### config.mk
export PLATFORM = sky130hd
export DESIGN_NAME = life_cell_gen
export DESIGN_NICKNAME = d
export VERILOG_FILES = /design/src/rtl/life_pkg.sv /design/src/rtl/adder_n.sv /design/src/rtl/neighbor_popcount.sv /design/src/rtl/life_cell_gen.sv
export SDC_FILE = /design/constraint.sdc
export NUM_CORES = 1
export LEC_CHECK = 0
export CORE_MARGIN = 2
export CORE_UTILIZATION = 35
export CTS_BUF_LIST = sky130_fd_sc_hd__clkbuf_8
export DETAILED_ROUTE_END_ITERATION = 10
export HOLD_SLACK_MARGIN = 0.1
export PLACE_DENSITY_LB_ADDON = 0.1
export SETUP_SLACK_MARGIN = 0.5
export SYNTH_ARGS = -nofsm -noshare
export SYNTH_HDL_FRONTEND = slang
export SYNTH_SLANG_ARGS = --single-unit
### constraint.sdc
create_clock -name clk -period 13.5 [get_ports clk]
set_input_delay 2.7 -clock clk [delete_from_list [all_inputs] [get_ports clk]]
set_output_delay 2.7 -clock clk [all_outputs]
set_load 0.005 [all_outputs]
### src/rtl/life_pkg.sv
`default_nettype none
// ============================================================================
//  Module      : life_pkg
//  Description : Shared constants, types and width helpers for the
//                Generations-family cellular automaton cell.
//  Revision    : 1.0 - initial release
// ============================================================================
package life_pkg;

    // Well-known cell states
    localparam int ST_DEAD  = 0;
    localparam int ST_ALIVE = 1;

    // Default-width cell state type (matches the default STATE_W of the cell)
    localparam int LIFE_STATE_W = 4;
    typedef logic [LIFE_STATE_W-1:0] cell_state_t;

    // Classic Conway Life rule masks for a Moore (8-neighbour) cell: B3/S23
    localparam logic [8:0] LIFE_BIRTH_CLASSIC   = 9'b0_0000_1000;
    localparam logic [8:0] LIFE_SURVIVE_CLASSIC = 9'b0_0000_1100;

    // Width needed to hold a population count of n bits (0..n)
    function automatic int CNT_W(input int n);
        return (n < 1) ? 1 : $clog2(n + 1);
    endfunction

endpackage
`default_nettype wire

### src/rtl/adder_n.sv
`default_nettype none
// ============================================================================
//  Module      : adder_n
//  Description : W-bit ripple-carry adder, carry-out discarded (callers size
//                W so the sum never overflows).
//  Revision    : 1.0 - initial release
// ============================================================================
module adder_n #(
    parameter int W = 4
) (
    input  logic [W-1:0] i_a,
    input  logic [W-1:0] i_b,
    output logic [W-1:0] o_sum
);

    // Bit-serial ripple of the carry from LSB to MSB
    always_comb begin
        logic w_carry;
        w_carry = 1'b0;
        o_sum   = '0;
        for (int i = 0; i < W; i++) begin
            o_sum[i] = i_a[i] ^ i_b[i] ^ w_carry;
            w_carry  = (i_a[i] & i_b[i]) | (w_carry & (i_a[i] ^ i_b[i]));
        end
    end

endmodule
`default_nettype wire

### src/rtl/neighbor_popcount.sv
`default_nettype none
// ============================================================================
//  Module      : neighbor_popcount
//  Description : Population count of N alive bits, built as a recursive
//                binary tree of adder_n ripple adders.
//  Revision    : 1.0 - initial release
// ============================================================================
module neighbor_popcount
    import life_pkg::*;
#(
    parameter int N = 8
) (
    input  logic [N-1:0]          i_bits,
    output logic [CNT_W(N)-1:0]   o_count
);

    localparam int c_W   = CNT_W(N);
    localparam int c_NLO = N / 2;
    localparam int c_NHI = N - (N / 2);

    generate
        if (N == 1) begin : g_leaf
            assign o_count = i_bits;
        end else begin : g_tree
            logic [CNT_W(c_NLO)-1:0] w_lo;
            logic [CNT_W(c_NHI)-1:0] w_hi;

            neighbor_popcount #(.N(c_NLO)) u_lo (
                .i_bits  (i_bits[c_NLO-1:0]),
                .o_count (w_lo)
            );

            neighbor_popcount #(.N(c_NHI)) u_hi (
                .i_bits  (i_bits[N-1:c_NLO]),
                .o_count (w_hi)
            );

            // Both halves zero-extended to the full width; sum <= N always fits
            adder_n #(.W(c_W)) u_add (
                .i_a   (c_W'(w_lo)),
                .i_b   (c_W'(w_hi)),
                .o_sum (o_count)
            );
        end
    endgenerate

endmodule
`default_nettype wire

### src/rtl/life_cell_gen.sv
`default_nettype none
// ============================================================================
//  Module      : life_cell_gen
//  Description : One Generations-family automaton cell. Runtime birth and
//                survive masks, generic neighbour count, optional refractory
//                (dying) states. Only the alive bit is shared with neighbours.
//                Optional feature macro: LIFE_CELL_AGE_EN (alive-age counter).
//  Revision    : 1.0 - initial release
// ============================================================================
module life_cell_gen
    import life_pkg::*;
#(
    parameter int NEIGHBORS   = 8,
    parameter int GENERATIONS = 2,
    parameter int STATE_W     = 4,
    parameter int AGE_W       = 8
) (
    input  logic                   clk,
    input  logic                   rst,
    input  logic                   i_ena,
    input  logic                   i_load,
    input  logic [STATE_W-1:0]     i_state_0,
    input  logic [NEIGHBORS-1:0]   i_neighbors,
    input  logic [NEIGHBORS:0]     i_birth_mask,
    input  logic [NEIGHBORS:0]     i_survive_mask,
    output logic [STATE_W-1:0]     o_state_d,
    output logic [STATE_W-1:0]     o_state_q,
    output logic                   o_alive,
    output logic [AGE_W-1:0]       o_age
);

    localparam int                 c_CNT_W   = CNT_W(NEIGHBORS);
    localparam logic [STATE_W-1:0] c_DEAD    = STATE_W'(ST_DEAD);
    localparam logic [STATE_W-1:0] c_ALIVE   = STATE_W'(ST_ALIVE);
    localparam logic [STATE_W-1:0] c_FIRST_R = STATE_W'(2);
    localparam logic [STATE_W-1:0] c_LAST    = STATE_W'(GENERATIONS - 1);
    localparam logic [STATE_W:0]   c_GEN     = (STATE_W + 1)'(GENERATIONS);
    localparam bit                 c_CLASSIC = (GENERATIONS == 2);

    logic [STATE_W-1:0] r_state;
    logic [c_CNT_W-1:0] w_count;
    logic [STATE_W-1:0] w_state_d;
    logic [STATE_W-1:0] w_load_val;
    logic [STATE_W-1:0] w_edge_next;

    neighbor_popcount #(.N(NEIGHBORS)) u_popcount (
        .i_bits  (i_neighbors),
        .o_count (w_count)
    );

    // Rule evaluation: next state if this edge were an ena edge
    always_comb begin
        w_state_d = c_DEAD;
        if (r_state == c_DEAD) begin
            w_state_d = i_birth_mask[w_count] ? c_ALIVE : c_DEAD;
        end else if (r_state == c_ALIVE) begin
            if (i_survive_mask[w_count]) begin
                w_state_d = c_ALIVE;
            end else begin
                w_state_d = c_CLASSIC ? c_DEAD : c_FIRST_R;
            end
        end else if (r_state >= c_LAST) begin
            // Last refractory state (and any out-of-range value) decays to dead
            w_state_d = c_DEAD;
        end else begin
            w_state_d = r_state + STATE_W'(1);
        end
    end

    // Loaded values outside the configured state range become dead
    assign w_load_val  = ({1'b0, i_state_0} >= c_GEN) ? c_DEAD : i_state_0;
    assign w_edge_next = i_load ? w_load_val : w_state_d;

    // State register: load has priority over ena, otherwise hold
    always_ff @(posedge clk or posedge rst) begin
        if (rst) begin
            r_state <= c_DEAD;
        end else if (i_load || i_ena) begin
            r_state <= w_edge_next;
        end
    end

    assign o_state_d = w_state_d;
    assign o_state_q = r_state;
    assign o_alive   = (r_state == c_ALIVE);

`ifdef LIFE_CELL_AGE_EN
    logic [AGE_W-1:0] r_age;

    // Consecutive-alive counter, saturating; restarts on entering state 1
    always_ff @(posedge clk or posedge rst) begin
        if (rst) begin
            r_age <= '0;
        end else if (i_load || i_ena) begin
            if (w_edge_next != c_ALIVE) begin
                r_age <= '0;
            end else if (!i_load && (r_state == c_ALIVE)) begin
                if (r_age != {AGE_W{1'b1}}) begin
                    r_age <= r_age + AGE_W'(1);
                end
            end else begin
                r_age <= AGE_W'(1);
            end
        end
    end

    assign o_age = r_age;
`else
    // Port kept so every array site has the same interface
    assign o_age = '0;
`endif

endmodule
`default_nettype wire

==> impl_metrics.yaml <==
synth:
  synthXorXnorAreaFrac_pct: 0
  synth_compound_area_share_pct: 12.2
  synth_edf_count: 0
  synth_top_family_by_area: "adder cells"
  syn_avg_cell_area_um2: 9.09
  synthArstFlopShare_pct: 100
  ys_warn_count: 0
  synthCells: 82
  yosysUniqueCellTypes: 31
  yosys.area_share.simple_pct: 16.9
  yosys.area.top_type: "ha_1"
  synthTopCellsByArea: "ha_1, dfrtp_1, fa_1"
  seq_area_frac_synth_pct: 13.4
  yosysTopAreaCellShare_pct: 18.5
  synth_mux_area_share_pct: 10.6
  synth_flop_cell: "dfrtp_1"
  synth_area_um2: 746
  ys_ff_latch: 4
  synth_fa_ha_area_share_pct: 29.2
place:
  io_buffers: 41
  hpwl_mm: 1.46
  placed_cells: 148
  gp_congestion: 0.815
detailed_routing:
  routed_wl_mm: 1.65
  drt-pass1-iter-count: 4
  vias: 702
  via_per_inst: 4.65
  drc_errors: 0
  antenna_left: 0
  wl_per_cell_um: 11.0
  first_iter_violations: 17
die:
  die_area_um2: 2520
  design.core.area_um2: 1980
  die_w_um: 50.2
  die_h_um: 50.2
  initial_utilization_pct: 37.6
  ios: 51
  rows: 16
setup_path:
  worstPathMaxFanout: 5
  required_ns: 10.80
  crit_buf_inv: 3
  worstPathArrival_ns: 6.56
  path_common_cell: "fa_1"
  path_delay_family: "adder cells"
  path_cells: "clkdlybuf4s50_1, ha_1, ha_1, inv_1, fa_1, fa_1, fa_1, and4bb_1, a211oi_2, a2111oi_1, or3_1, clkdlybuf4s50_1"
  start_kind: "input port"
  worst_path_max_delay_cell: "fa_1"
  crit_path_max_incr_delay_ns: 0.56
  crit_type: "input port to output port"
  cp-end-kind: "output port"
clock_tree:
  cts_buffers: 3
  postCtsSetupRepairBufs: 0
  htreeDepth: 1
  cts.root.buffer_cell: "clkbuf_8"
  cts_hold_buf: 0
  insertion_delay_ns: 0.22
  numClockSinks: 4
  clk_pin_slew_worst_paths_ns: 0.03
  cts_buffer_depth: 2
  ctsResizeCount: 0
  cts_tree: "done"
flow_run:
  drv_cap: 0
grt:
  grt.total_usage_pct: 14.4
  grt_pass1_wl_mm: 2.82
  overflow: 0
  grt_pass1_vias: 705
  grt_max_degree: 10
  antenna_found_initial: 0
timing:
  finalSetupTns_ns: 0
  fin_crit_sh_pct: 68.6
  max_freq_ghz: 0.108
  min_period_ns: 9.26
  final_max_slew_viol_count: 0
  rsz0062_at_grt: "false"
  setup_viol_count_final: 0
  finClkSkew_ns: 0.00558
  finalHoldViolations: 0
layout:
  largest_reg_flops: 4
  nets: 175
  areaGrowthSynthToFinish_pct: 58.6
  multi_input_area_um2: 548
  postLayoutCoreUtil_pct: 59.7
  diodes: 0
  register_area_um2: 100
  fin_cells: 151
  drive_gt1_share_pct: 8.06
  nFillCells: 184
power_and_ir_drop:
  total_power_uw: 120
  ir_worst_vdd_uv: 54.5
  power-per-cell-area_nw_per_um2: 101
  p_leak_uw: 0.000510
run_status:
  status: "complete, no violations"
min_path:
  hold_path.class: "flip-flop to flip-flop"
==> synthesized netlist by cell type, types with 2 or more instances <==
| cell | count |
|---|---|
| a21oi_1 | 2 |
| ha_1 | 11 |
| o311ai_1 | 2 |
| nand2b_1 | 3 |
| mux2_2 | 4 |
| buf_4 | 9 |
| dfrtp_1 | 4 |
| nor2_1 | 2 |
| nand2_1 | 6 |
| and2_1 | 2 |
| fa_1 | 4 |
| inv_1 | 13 |
| and3_1 | 2 |
==> layout by cell type (no fill, tap or decap), drive strengths merged, types with 3 or more instances in the layout <==
master / count
ha: 11
clkbuf: 3
fa: 4
conb: 9
inv: 13
dfrtp: 4
nand2: 6
nand2b: 3
mux2: 5
clkdlybuf4s50: 41
==> metrics by stage <==
stage	area [um2]	hold slack (ns)	worst slack [ns]
detailed placement	1140	0.564	4.23
global route	1180	0.585	4.02
finish	1180	0.574	4.24
global placement	1140	0.548	4.30
CTS	1180	0.569	4.23
floorplan	776	0.545	5.29
==> cells by family after synthesis <==
family | Yosys count
fa+ha+maj | 15
simple gates | 22
other cells | 1
mux | 6
buf+inv | 23
flops | 4
compound gates | 11
==> worst paths after layout <==
kind / start / end / slack [ns] / cells past startpoint
min in group asynchronous: rst / o_state_q[1] / 2.66 / 2
worst min-delay path: o_state_q[3] / o_state_q[3] / 0.57 / 1
worst max register to register: o_state_q[0] / o_state_q[0] / 11.68 / 7
worst max-delay path: i_neighbors[0] / o_state_d[0] / 4.24 / 12
worst min register to register: o_state_q[3] / o_state_q[3] / 0.57 / 1
max in group asynchronous: rst / o_state_q[0] / 10.69 / 2
==> power by group <==
group          internal, uW  switching, uW  total, uW
Combinational          46.4           33.5       79.9
Clock                  19.0           6.01       25.0
Sequential             13.3           1.61       14.9
==> area by class of cell <==
type                            count  share of cell area (%)
Timing Repair Buffer               41                    34.7
Clock buffer                        3                    3.49
Sequential cell                     4                    8.47
Inverter                           13                    4.13
Tap cell                           27                    2.86
Multi-Input combinational cell     63                    46.3
==> layer usage <==
layer	up-vias	global-route usage, %	share of wire, %
met5	-	0	0
met2	33	24.1	52
met4	0	5.09	0
met1	319	17.6	42
met3	0	4.17	6.3
li1	350	-	-
No activity file was read; power rests on OpenSTA's default activity.
